$ cat config.mk
export PLATFORM = sky130hd
export DESIGN_NAME = operand_fetch
export DESIGN_NICKNAME = d
export VERILOG_FILES = /design/src/rtl/operand_fetch.sv
export SDC_FILE = /design/constraint.sdc
export NUM_CORES = 1
export LEC_CHECK = 0
export CORE_MARGIN = 2
export CORE_UTILIZATION = 40
export DETAILED_ROUTE_END_ITERATION = 7
export GPL_ROUTABILITY_DRIVEN = 0
export GPL_TIMING_DRIVEN = 0
export PLACE_DENSITY = 0.79
export SLEW_MARGIN = 25
export SYNTH_ARGS = -nofsm -noshare
export SYNTH_HDL_FRONTEND = slang
export SYNTH_SLANG_ARGS = --single-unit
$ cat constraint.sdc
create_clock -name clk -period 2.1 [get_ports clk]
set_input_delay 0.42 -clock clk [delete_from_list [all_inputs] [get_ports clk]]
set_output_delay 0.42 -clock clk [all_outputs]
set_load 0.02 [all_outputs]
$ cat src/rtl/operand_fetch.sv
// operand_fetch: latches a decoded instruction, reads its source operands
// from a two-port register file (A read/write, B read-only) and presents the
// operands to the execute stage. Registers 14 and 15 are pop-on-read stacks,
// so every read is issued exactly once. Same-stack A/B reads are split into
// two ordered pops. Write-backs take priority over reads on port A.
module operand_fetch (
    input  logic        clk,
    input  logic        rst_n,

    input  logic        in_valid,
    output logic        in_ready,
    input  logic [3:0]  in_op,
    input  logic [3:0]  in_a_sel,
    input  logic [3:0]  in_b_sel,
    input  logic [3:0]  in_dst,
    input  logic        in_use_a,
    input  logic        in_use_b,
    input  logic        in_use_imm,
    input  logic [15:0] in_imm,

    input  logic        wb_valid,
    output logic        wb_ready,
    input  logic [3:0]  wb_sel,
    input  logic [15:0] wb_data,

    output logic [3:0]  rf_a_sel,
    output logic [3:0]  rf_b_sel,
    output logic        rf_a_rd_en,
    output logic        rf_b_rd_en,
    output logic        rf_a_wr_en,
    output logic [15:0] rf_a_wr_data,
    input  logic [15:0] rf_a_rd_data,
    input  logic [15:0] rf_b_rd_data,

    output logic        out_valid,
    input  logic        out_ready,
    output logic [3:0]  out_op,
    output logic [3:0]  out_dst,
    output logic [15:0] out_a,
    output logic [15:0] out_b
);

    typedef enum logic [2:0] {
        IDLE    = 3'd0,
        ISSUE   = 3'd1,
        CAP     = 3'd2,
        ISSUE_B = 3'd3,
        CAP_B   = 3'd4,
        HOLD    = 3'd5
    } state_t;

    state_t      state;

    // Latched instruction fields
    logic [3:0]  a_sel_q;
    logic [3:0]  b_sel_q;
    logic        use_a_q;
    logic        rd_b_q;     // B is read from the register file in the first pass
    logic        use_imm_q;
    logic        split_q;    // B pop deferred to ISSUE_B after the A pop
    logic [15:0] imm_q;

    logic        accept;
    logic        wb_write;
    logic        b_need;
    logic        split_in;

    // Decode of the incoming instruction's B-operand source and stack split
    always_comb begin
        b_need   = in_use_b & ~in_use_imm;
        split_in = in_use_a & b_need & (in_a_sel == in_b_sel) & (in_a_sel[3:1] == 3'b111);
    end

    // Handshakes and register-file port control
    always_comb begin
        in_ready   = (state == IDLE) | ((state == HOLD) & out_ready);
        accept     = in_valid & in_ready;
        wb_ready   = (state == IDLE) | (state == HOLD) |
                     (state == ISSUE) | (state == ISSUE_B);
        // rst_n gate keeps the write strobe quiet while reset is held, even
        // though wb_ready reads as 1 in the reset state.
        wb_write   = wb_valid & wb_ready & rst_n;

        rf_a_wr_en   = wb_write;
        rf_a_wr_data = wb_data;
        rf_a_sel     = wb_write ? wb_sel : a_sel_q;
        rf_b_sel     = b_sel_q;

        rf_a_rd_en = (state == ISSUE) & ~wb_valid & use_a_q;
        rf_b_rd_en = ((state == ISSUE) & ~wb_valid & rd_b_q) |
                     ((state == ISSUE_B) & ~wb_valid);

        out_valid  = (state == HOLD);
    end

    // Instruction latch, operand capture and state sequencing
    always_ff @(posedge clk or negedge rst_n) begin
        if (!rst_n) begin
            state     <= IDLE;
            a_sel_q   <= '0;
            b_sel_q   <= '0;
            use_a_q   <= 1'b0;
            rd_b_q    <= 1'b0;
            use_imm_q <= 1'b0;
            split_q   <= 1'b0;
            imm_q     <= '0;
            out_op    <= '0;
            out_dst   <= '0;
            out_a     <= '0;
            out_b     <= '0;
        end else begin
            if (accept) begin
                a_sel_q   <= in_a_sel;
                b_sel_q   <= in_b_sel;
                use_a_q   <= in_use_a;
                rd_b_q    <= b_need & ~split_in;
                use_imm_q <= in_use_imm;
                split_q   <= split_in;
                imm_q     <= in_imm;
                out_op    <= in_op;
                out_dst   <= in_dst;
            end

            case (state)
                IDLE: begin
                    if (in_valid) state <= ISSUE;
                end
                ISSUE: begin
                    if (!wb_valid) state <= CAP;
                end
                CAP: begin
                    out_a <= use_a_q ? rf_a_rd_data : '0;
                    if (use_imm_q)   out_b <= imm_q;
                    else if (rd_b_q) out_b <= rf_b_rd_data;
                    else             out_b <= '0;
                    state <= split_q ? ISSUE_B : HOLD;
                end
                ISSUE_B: begin
                    if (!wb_valid) state <= CAP_B;
                end
                CAP_B: begin
                    out_b <= rf_b_rd_data;
                    state <= HOLD;
                end
                HOLD: begin
                    if (out_ready) state <= in_valid ? ISSUE : IDLE;
                end
                default: state <= IDLE;
            endcase
        end
    end

    // Port A never reads and writes in the same cycle
    a_port_exclusive: assert property (@(posedge clk) disable iff (!rst_n)
        !(rf_a_rd_en && rf_a_wr_en));

    // Reads are issued only from the two issue states
    read_only_in_issue: assert property (@(posedge clk) disable iff (!rst_n)
        (rf_a_rd_en || rf_b_rd_en) |-> (state == ISSUE || state == ISSUE_B));

endmodule

==> results of run 1 <==
worst max-delay path: stages (launching register included):
cell and delay [ns]:
dfrtp_1 0.39, buf_6 0.13, nand2b_4 0.14, a211oi_4 0.29, buf_4 0.18, mux2_4 0.30
buf_6 0.13
final timing paths:
| check | start | end | slack, ns | depth (start not counted) |
|---|---|---|---|---|
| worst max-delay path | state[1]$_DFFE_PN0P_ | rf_a_sel[0] | -0.23 | 6 |
| worst min-delay path | rst_n | state[0]$_DFFE_PN0P_ | 0.03 | 2 |
| worst max register to register | state[1]$_DFFE_PN0P_ | imm_q[6]$_DFFE_PN0P_ | 0.29 | 7 |
| worst min register to register | out_a[0]$_DFFE_PN0P_ | out_a[0]$_DFFE_PN0P_ | 0.48 | 2 |
| max in group asynchronous | rst_n | out_a[1]$_DFFE_PN0P_ | 1.78 | 2 |
| min in group clk | out_a[0]$_DFFE_PN0P_ | out_a[0]$_DFFE_PN0P_ | 0.48 | 2 |
cell usage after synthesis, types with 2 or more instances:
cell | instances | area share [%]
a21oi_1 | 17 | 2.5
buf_2 | 10 | 1.5
buf_4 | 19 | 4.1
buf_8 | 3 | 1.3
clkbuf_1 | 7 | 0.76
dfrtp_1 | 71 | 52
mux2_2 | 29 | 9.5
mux2_4 | 10 | 4.4
nand2_1 | 51 | 5.6
nand2b_1 | 2 | 0.36
nor2_1 | 2 | 0.22
nor2b_1 | 5 | 0.91
o211ai_1 | 2 | 0.44
o21a_1 | 17 | 3.7
o21ai_0 | 14 | 2.0
o21ai_1 | 4 | 0.58
o32a_1 | 16 | 4.6
registers in the layout (all words and copies together) (netlist names):
signal and flops:
a_sel_q 4, imm_q 16, out_a 16, out_b 16
out_dst 4, out_op 4, rd_b_q 1, rf_b_sel 4
split_q 1, state 3, use_a_q 1, use_imm_q 1
kinds of logic (layout without fill, tap and decap cells):
kind of cell           count (synthesis)  in the layout  share of synthesized area [%]
multiplexers                          40             40                           14.2
AND/OR/NAND/NOR                       72             72                           9.94
flip-flops                            71             71                           51.5
XOR/XNOR                               1              1                          0.254
AO/OA/AOI/OAI                         76             76                           15.9
buffers and inverters                 42            218                           8.20
what timing repair did:
item	in CTS	in global routing
endpoints found under the hold margin	26	0
hold buffers	1	0
pin swaps	1	0
resized for setup	58	8
setup buffers	10	2
endpoints found under the setup margin	10	9
gates cloned	1	0
layout make-up:
| cell class | count | area (sq um) | area share [%] |
|---|---|---|---|
| sequential | 71 | 1780 | 32.6 |
| timing repair buffer | 160 | 1610 | 29.5 |
| multi-input combinational | 189 | 1430 | 26.2 |
| buffer | 41 | 300 | 5.50 |
| clock buffer | 12 | 155 | 2.84 |
| tap | 105 | 131 | 2.41 |
| clock inverter | 4 | 53.8 | 0.986 |
| inverter | 1 | 3.75 | 0.0688 |
per-layer routing:
layer | up-vias | track usage, %
li1 | 1385 | -
met1 | 1407 | 25.1
met2 | 130 | 32.5
met3 | 11 | 8.09
met4 | 0 | 5.09
met5 | - | 0
per-stage QoR:
step | instance area, sq um | hold WS, ns | setup WS (ns) | cells | setup TNS, ns
floorplan | 3450 | 0.124 | 0.0558 | 302 | 0
global placement | 5030 | 0.465 | -3.28 | 552 | -145.91
detailed placement | 5060 | 0.368 | -0.808 | 553 | -5.28
CTS | 5450 | 0.0124 | -0.209 | 581 | -0.799
global route | 5460 | 0.00745 | -0.305 | 583 | -1.28
finish | 5460 | 0.0277 | -0.226 | 583 | -0.893
report_power, final:
part	total (mW)	switching (mW)	internal [mW]
clock	1.12	0.508	0.616
combinational	4.51	2.16	2.35
sequential	2.43	0.365	2.06
total	8.06	3.03	5.03
==> flow_summary.yaml, run 1 <==
synthesis:
  synth_ff_type: "dfrtp_1"
  synth_cells: 302
  ys_async_sr_fraction_pct: 100
  synth_edf_count: 0
  yosys_warnings: 0
  synth.distinct_cells: 40
  avgSynthCellArea_sq_um: 11.4
  yosysSeqAreaShare_pct: 51.5
  synth_seq_cells: 71
  syn_area_sq_mm: 0.00345
  syn-num-nets: 394
floorplan:
  rows: 33
  die_x_um: 96.9
  die_y_um: 96.9
  boundaryPins: 162
  coreArea_sq_mm: 0.00830
  dieArea_sq_mm: 0.00938
  initial_core_util_pct: 41.5
timing:
  tightest_slew_ns: 0.522
  fin_skew_ns: 0.00776
  drv_slew: 0
  final-hold-violation-count: 0
  finalCriticalPeriod_ns: 2.33
  period_share_pct: 111
  rsz0062_at_grt: "yes"
  setup_violations: 5
  maxSlewHeadroom_pct: 65.2
  layout_setup_ws_ns: -0.226
  max_freq_ghz: 0.430
global_route:
  track_usage_pct: 20.1
  overflow: 0
  antenna_found_initial: 0
  grt_pass1_vias: 3117
  grt_pass1_wl_mm: 15.3
  grt_start_max_net_pins: 27
routing:
  via_per_inst: 5.03
  wl_met2_mm: 4.33
  wl_per_cell_um: 15.7
  wl_met1_mm: 3.92
  routed_wl_mm: 9.15
  top_layer_used: "met4"
  firstDrtPassIters: 4
  drc: 0
  met3_length_um: 773
  ant_nets: 0
  drt_iter0_drc: 106
  route.vias.total: 2933
pwr:
  finalPower_mw: 8.06
  power_density_mw_per_mm2: 1480
  peakVddDrop_mv: 0.819
  p_leak_nw: 2.38
finish:
  final_common_cell: "clkdlybuf4s50_1"
  final_cell_mix: "133 x clkdlybuf4s50_1, 71 x dfrtp_1, 51 x nand2_1, 33 x buf_4, 25 x mux2_2"
  syn_to_final_growth_pct: 58.3
  n_fill_cell: 636
  antennaDiodeCount: 0
  fin_nets: 565
  layout-drive-gt1-share_pct: 25.3
  finalCoreUtilization_pct: 65.8
clock_network:
  ctsLongestPathBuffers: 2
  tritoncts: "built"
  clock_latency_ns: 0.34
  cts_root_buf: "clkbuf_8"
  cts.sinks: 71
  cts_max_level: 3
  cts_made_buffers: 9
  clkTransAtPathRegs_ns: 0.07
setup_path:
  cp_max_fo: 4
  startpoint_type: "flip-flop"
  critPathKind: "flip-flop to output port"
  cp.arrival_ns: 1.91
  critPathRequiredTime_ns: 1.68
  endpoint_kind: "output port"
placed_design:
  dp_hpwl_mm: 6.51
  io_buffers: 145
status:
  violations: "setup timing"
  outcome: "finished, violations left"
worst_hold_path:
  hold_path_class: "input port to async pin"
run:
  maxCapViolCount: 0
No activity file was read; power rests on OpenSTA's default activity.
==> inputs of run 2 (changes only) <==
Settings changed: CTS_CLUSTER_SIZE set to 30, PLACE_DENSITY 0.79 to 0.82.
==> flow_summary.yaml, run 2 (synthesis results as in run 1) <==
status:
  outcome: "finished, violations left"
  violations: "setup timing"
routing:
  routed_wl_mm: 9.12
  wl_per_cell_um: 15.9
  via_per_inst: 5.06
  ant_nets: 0
  firstDrtPassIters: 4
  drt_iter0_drc: 51
  drc: 0
  route.vias.total: 2893
global_route:
  grt_pass1_vias: 3047
  overflow: 0
  track_usage_pct: 19.2
  antenna_found_initial: 0
  grt_start_max_net_pins: 32
  grt_pass1_wl_mm: 14.8
clock_network:
  cts_root_buf: "clkbuf_8"
  cts_max_level: 3
  cts.sinks: 71
  ctsLongestPathBuffers: 2
  clock_latency_ns: 0.34
  clkTransAtPathRegs_ns: 0.07
  tritoncts: "built"
  cts_made_buffers: 9
timing:
  finalCriticalPeriod_ns: 2.30
  setup_violations: 5
  drv_slew: 0
  rsz0062_at_grt: "yes"
  final-hold-violation-count: 0
  finalSetupTns_ns: -0.784
  period_share_pct: 109
  maxSlewHeadroom_pct: 67.1
  layout_setup_ws_ns: -0.195
  fin_skew_ns: 0.0131
  max_freq_ghz: 0.436
  tightest_slew_ns: 0.493
placed_design:
  dp_hpwl_mm: 6.71
  dpl_cell_area_sq_mm: 0.00505
  place_inst: 553
  io_buffers: 145
pwr:
  power_density_mw_per_mm2: 1490
  peakVddDrop_mv: 0.892
  p_leak_nw: 2.32
  finalPower_mw: 7.99
finish:
  postLayoutCellArea_sq_mm: 0.00537
  layout-drive-gt1-share_pct: 23.1
  fin_nets: 555
  finalNonFillerCells: 572
  reg_top3: "imm_q x16, out_a x16, out_b x16"
  syn_to_final_growth_pct: 55.7
  antennaDiodeCount: 0
  finalCoreUtilization_pct: 64.7
  n_fill_cell: 681
  final_common_cell: "clkdlybuf4s50_1"
  final_cell_mix: "134 x clkdlybuf4s50_1, 71 x dfrtp_1, 51 x nand2_1, 25 x mux2_2, 22 x buf_4"
floorplan:
  die_x_um: 96.9
  die_y_um: 96.9
  coreArea_sq_mm: 0.00830
  boundaryPins: 162
  rows: 33
  dieArea_sq_mm: 0.00938
  initial_core_util_pct: 41.5
setup_path:
  startpoint_type: "flip-flop"
  endpoint_kind: "output port"
  critPathRequiredTime_ns: 1.68
  critPathKind: "flip-flop to output port"
  cp_max_fo: 5
  cp.arrival_ns: 1.88
worst_hold_path:
  hold_path_class: "input port to async pin"
run:
  maxCapViolCount: 0
run 2: timing repair:
item                                    4_1_cts  5_1_grt
hold buffers                                  1        0
gates cloned                                  1        0
gates resized for setup                      48       12
buffers inserted                              2        2
pin swaps                                     1        1
endpoints found under the hold margin        31        0
endpoints found under the setup margin       10        9
run 2: layout make-up:
| class | count | area (sq um) | area share, % |
|---|---|---|---|
| multi-input combinational | 189 | 1420 | 26.4 |
| timing repair buffer | 152 | 1550 | 28.9 |
| buffer | 39 | 282 | 5.24 |
| sequential | 71 | 1780 | 33.1 |
| clock buffer | 9 | 124 | 2.31 |
| tap | 105 | 131 | 2.45 |
| clock inverter | 6 | 86.3 | 1.61 |
| inverter | 1 | 3.75 | 0.0699 |
run 2: power by group:
| group | switching, mW | total, mW | internal [mW] |
|---|---|---|---|
| clock | 0.514 | 1.17 | 0.660 |
| sequential | 0.377 | 2.44 | 2.07 |
| combinational | 2.11 | 4.37 | 2.26 |
run 2: worst max-delay path: stages, from the launching register on:
cell	delay [ns]
dfrtp_1	0.40
buf_6	0.13
nand2b_4	0.15
a211oi_4	0.24
buf_6	0.17
mux2_4	0.32
buf_6	0.13
run 2: metal layers:
layer	vias up	GRT usage, %	wire length, um
met3	10	6.07	706
met1	1385	23.6	3890
met2	133	32.4	4410
met4	0	5.85	112
met5	-	0	0
li1	1365	-	-
run 2: final timing paths:
check	cells after the start	slack (ns)	to	start
setup / recovery	6	-0.20	rf_a_sel[1]	state[1]$_DFFE_PN0P_
hold / removal	2	0.02	out_a[9]$_DFFE_PN0P_	rst_n
setup reg to reg	5	0.32	imm_q[11]$_DFFE_PN0P_	state[0]$_DFFE_PN0P_
hold reg to reg	2	0.48	out_a[3]$_DFFE_PN0P_	out_a[3]$_DFFE_PN0P_
max in group asynchronous	2	1.81	imm_q[6]$_DFFE_PN0P_	rst_n
min in group clk	2	0.48	out_a[3]$_DFFE_PN0P_	out_a[3]$_DFFE_PN0P_
run 2: metrics by stage:
step	setup WS (ns)	hold WS, ns
4_1_cts	-0.224	0.00389
2_1_floorplan	0.0558	0.124
3_5_place_dp	-0.839	0.392
5_1_grt	-0.244	0.00609
6_report	-0.195	0.0209
3_3_place_gp	-3.23	0.465
==> inputs of run 3 (changes only) <==
Settings changed: GPL_TIMING_DRIVEN 0 to not set.
==> flow_summary.yaml, run 3 (synthesis results as in run 1) <==
setup_path:
  reg2reg_to: "out_a[15]$_DFFE_PN0P_"
  startpoint_type: "flip-flop"
  endpoint_kind: "output port"
  cp_max_fo: 3
  r2r_slack_ns: 0.14
  regToRegStartpoint: "state[0]$_DFFE_PN0P_"
  cp.arrival_ns: 1.88
  critPathRequiredTime_ns: 1.68
  ff2ff_path_depth: 5
  critPathKind: "flip-flop to output port"
routing:
  route.vias.total: 2729
  drc: 0
  via_per_inst: 5.08
  routed_wl_mm: 8.81
  ant_nets: 0
  wl_per_cell_um: 16.4
  drt_iter0_drc: 71
  firstDrtPassIters: 4
pwr:
  p_clk_share_pct: 17.0
  p_int_mw: 5.14
  p_leak_nw: 2.18
  power_density_mw_per_mm2: 1590
  switching_share_pct: 36.7
  peakVddDrop_mv: 0.803
  seqPwrFrac_pct: 30.5
  combPwrFrac_pct: 52.6
  p_sw_mw: 2.97
finish:
  postLayoutCellArea_sq_mm: 0.00509
  antennaDiodeCount: 0
  regArea_sq_mm: 0.00178
  final_common_cell: "clkdlybuf4s50_1"
  reg_top3: "imm_q x16, out_a x16, out_b x16"
  multi_input_area_sq_mm: 0.00142
  syn_to_final_growth_pct: 47.6
  fin_nets: 519
  layout-drive-gt1-share_pct: 23.4
  finalNonFillerCells: 537
  final_cell_mix: "117 x clkdlybuf4s50_1, 70 x dfrtp_1, 50 x nand2_1, 25 x mux2_2, 22 x buf_4"
  n_fill_cell: 670
placed_design:
  dp_hpwl_mm: 6.12
  io_buffers: 129
  dpl_cell_area_sq_mm: 0.00475
  place_inst: 515
timing:
  final-hold-violation-count: 0
  max_freq_ghz: 0.434
  setup_violations: 4
  rsz0062_at_grt: "yes"
  drv_slew: 0
  layout_setup_ws_ns: -0.202
  tightest_slew_ns: 0.891
  maxSlewHeadroom_pct: 40.6
  finalCriticalPeriod_ns: 2.30
  fin_skew_ns: 0.00740
  period_share_pct: 110
clock_network:
  ctsLongestPathBuffers: 2
  cts_made_buffers: 9
  cts_root_buf: "clkbuf_8"
  clkTransAtPathRegs_ns: 0.08
  cts.sinks: 71
  clock_latency_ns: 0.34
  cts_max_level: 3
  tritoncts: "built"
status:
  outcome: "finished, violations left"
  violations: "setup timing"
floorplan:
  die_y_um: 96.9
  coreArea_sq_mm: 0.00830
  rows: 33
  initial_core_util_pct: 41.5
  boundaryPins: 162
  dieArea_sq_mm: 0.00938
  die_x_um: 96.9
global_route:
  grt_start_max_net_pins: 72
  grt_pass1_wl_mm: 14.2
  overflow: 0
  grt_pass1_vias: 2892
  antenna_found_initial: 0
  track_usage_pct: 18.5
worst_hold_path:
  hold_path_class: "input port to async pin"
run:
  maxCapViolCount: 0
-- run 3: metal layers --
layer / global-route usage (%) / share of wire, % / vias up
li1: - / - / 1290
met1: 22.8 / 42 / 1327
met2: 31.3 / 50 / 88
met3: 4.77 / 5.9 / 24
met4: 6.83 / 1.6 / 0
met5: 0 / 0 / -
-- run 3: final cells by class --
class	instances	share of cell area, %
flip-flops and latches	71	34.9
repair buffers	155	29.5
multi-input cells	189	27.9
clock buffers	11	2.97
well taps	105	2.58
clock inverters	5	2.04
inverters	1	0.0737
-- run 3: worst max-delay path, cell delays in order, from the launching register on --
cell      delay, ns
dfrtp_1        0.41
nand2b_4       0.17
a211oi_4       0.30
buf_6          0.15
buf_6          0.09
mux2_4         0.30
buf_6          0.13
-- run 3: stage by stage --
step,util [%],hold WS (ns),worst slack (ns),TNS [ns],total power [mW]
after floorplan,-,0.124,0.0558,0,5.01
after global placement,57.3,0.462,-0.506,-3.30,6.54
after detailed placement,57.3,0.473,-0.523,-3.42,6.67
after CTS,61.1,0.342,-0.216,-0.438,8.13
after global routing,61.3,0.391,-0.248,-0.895,8.58
final,61.3,0.323,-0.202,-0.671,8.12
-- run 3: worst max path at each step --
| stage | startpoint | slack (ns) | cells after the start | to |
|---|---|---|---|---|
| 2_1_floorplan | state[1]$_DFFE_PN0P_ | 0.06 | 4 | rf_a_sel[0] |
| 3_3_place_gp | wb_valid | -0.51 | 5 | rf_a_sel[2] |
| 4_1_cts | state[1]$_DFFE_PN0P_ | -0.22 | 6 | rf_a_sel[1] |
| 5_1_grt | state[1]$_DFFE_PN0P_ | -0.25 | 6 | rf_a_sel[2] |
| 6_report | state[1]$_DFFE_PN0P_ | -0.20 | 6 | rf_a_sel[2] |
| 3_5_place_dp | wb_valid | -0.52 | 5 | rf_a_sel[1] |
-- run 3: timing repair --
| action | 4_1_cts | 5_1_grt |
|---|---|---|
| buffers inserted | 6 | 2 |
| pin swaps | 1 | 1 |
| hold endpoints to repair | 0 | 0 |
| gates cloned | 0 | 0 |
| gates resized for setup | 46 | 17 |
| endpoints found under the setup margin | 10 | 39 |
| hold buffers | 0 | 0 |
-- run 3: power by group through the flow --
stage          Sequential (mW)  Combinational, mW  Clock [mW]
3_5_place_dp              2.48               4.19           0
4_1_cts                   2.47               4.25        1.41
3_3_place_gp              2.43               4.10           0
6_report                  2.47               4.26        1.38
2_1_floorplan             2.92               2.09           0
5_1_grt                   2.54               4.57        1.47
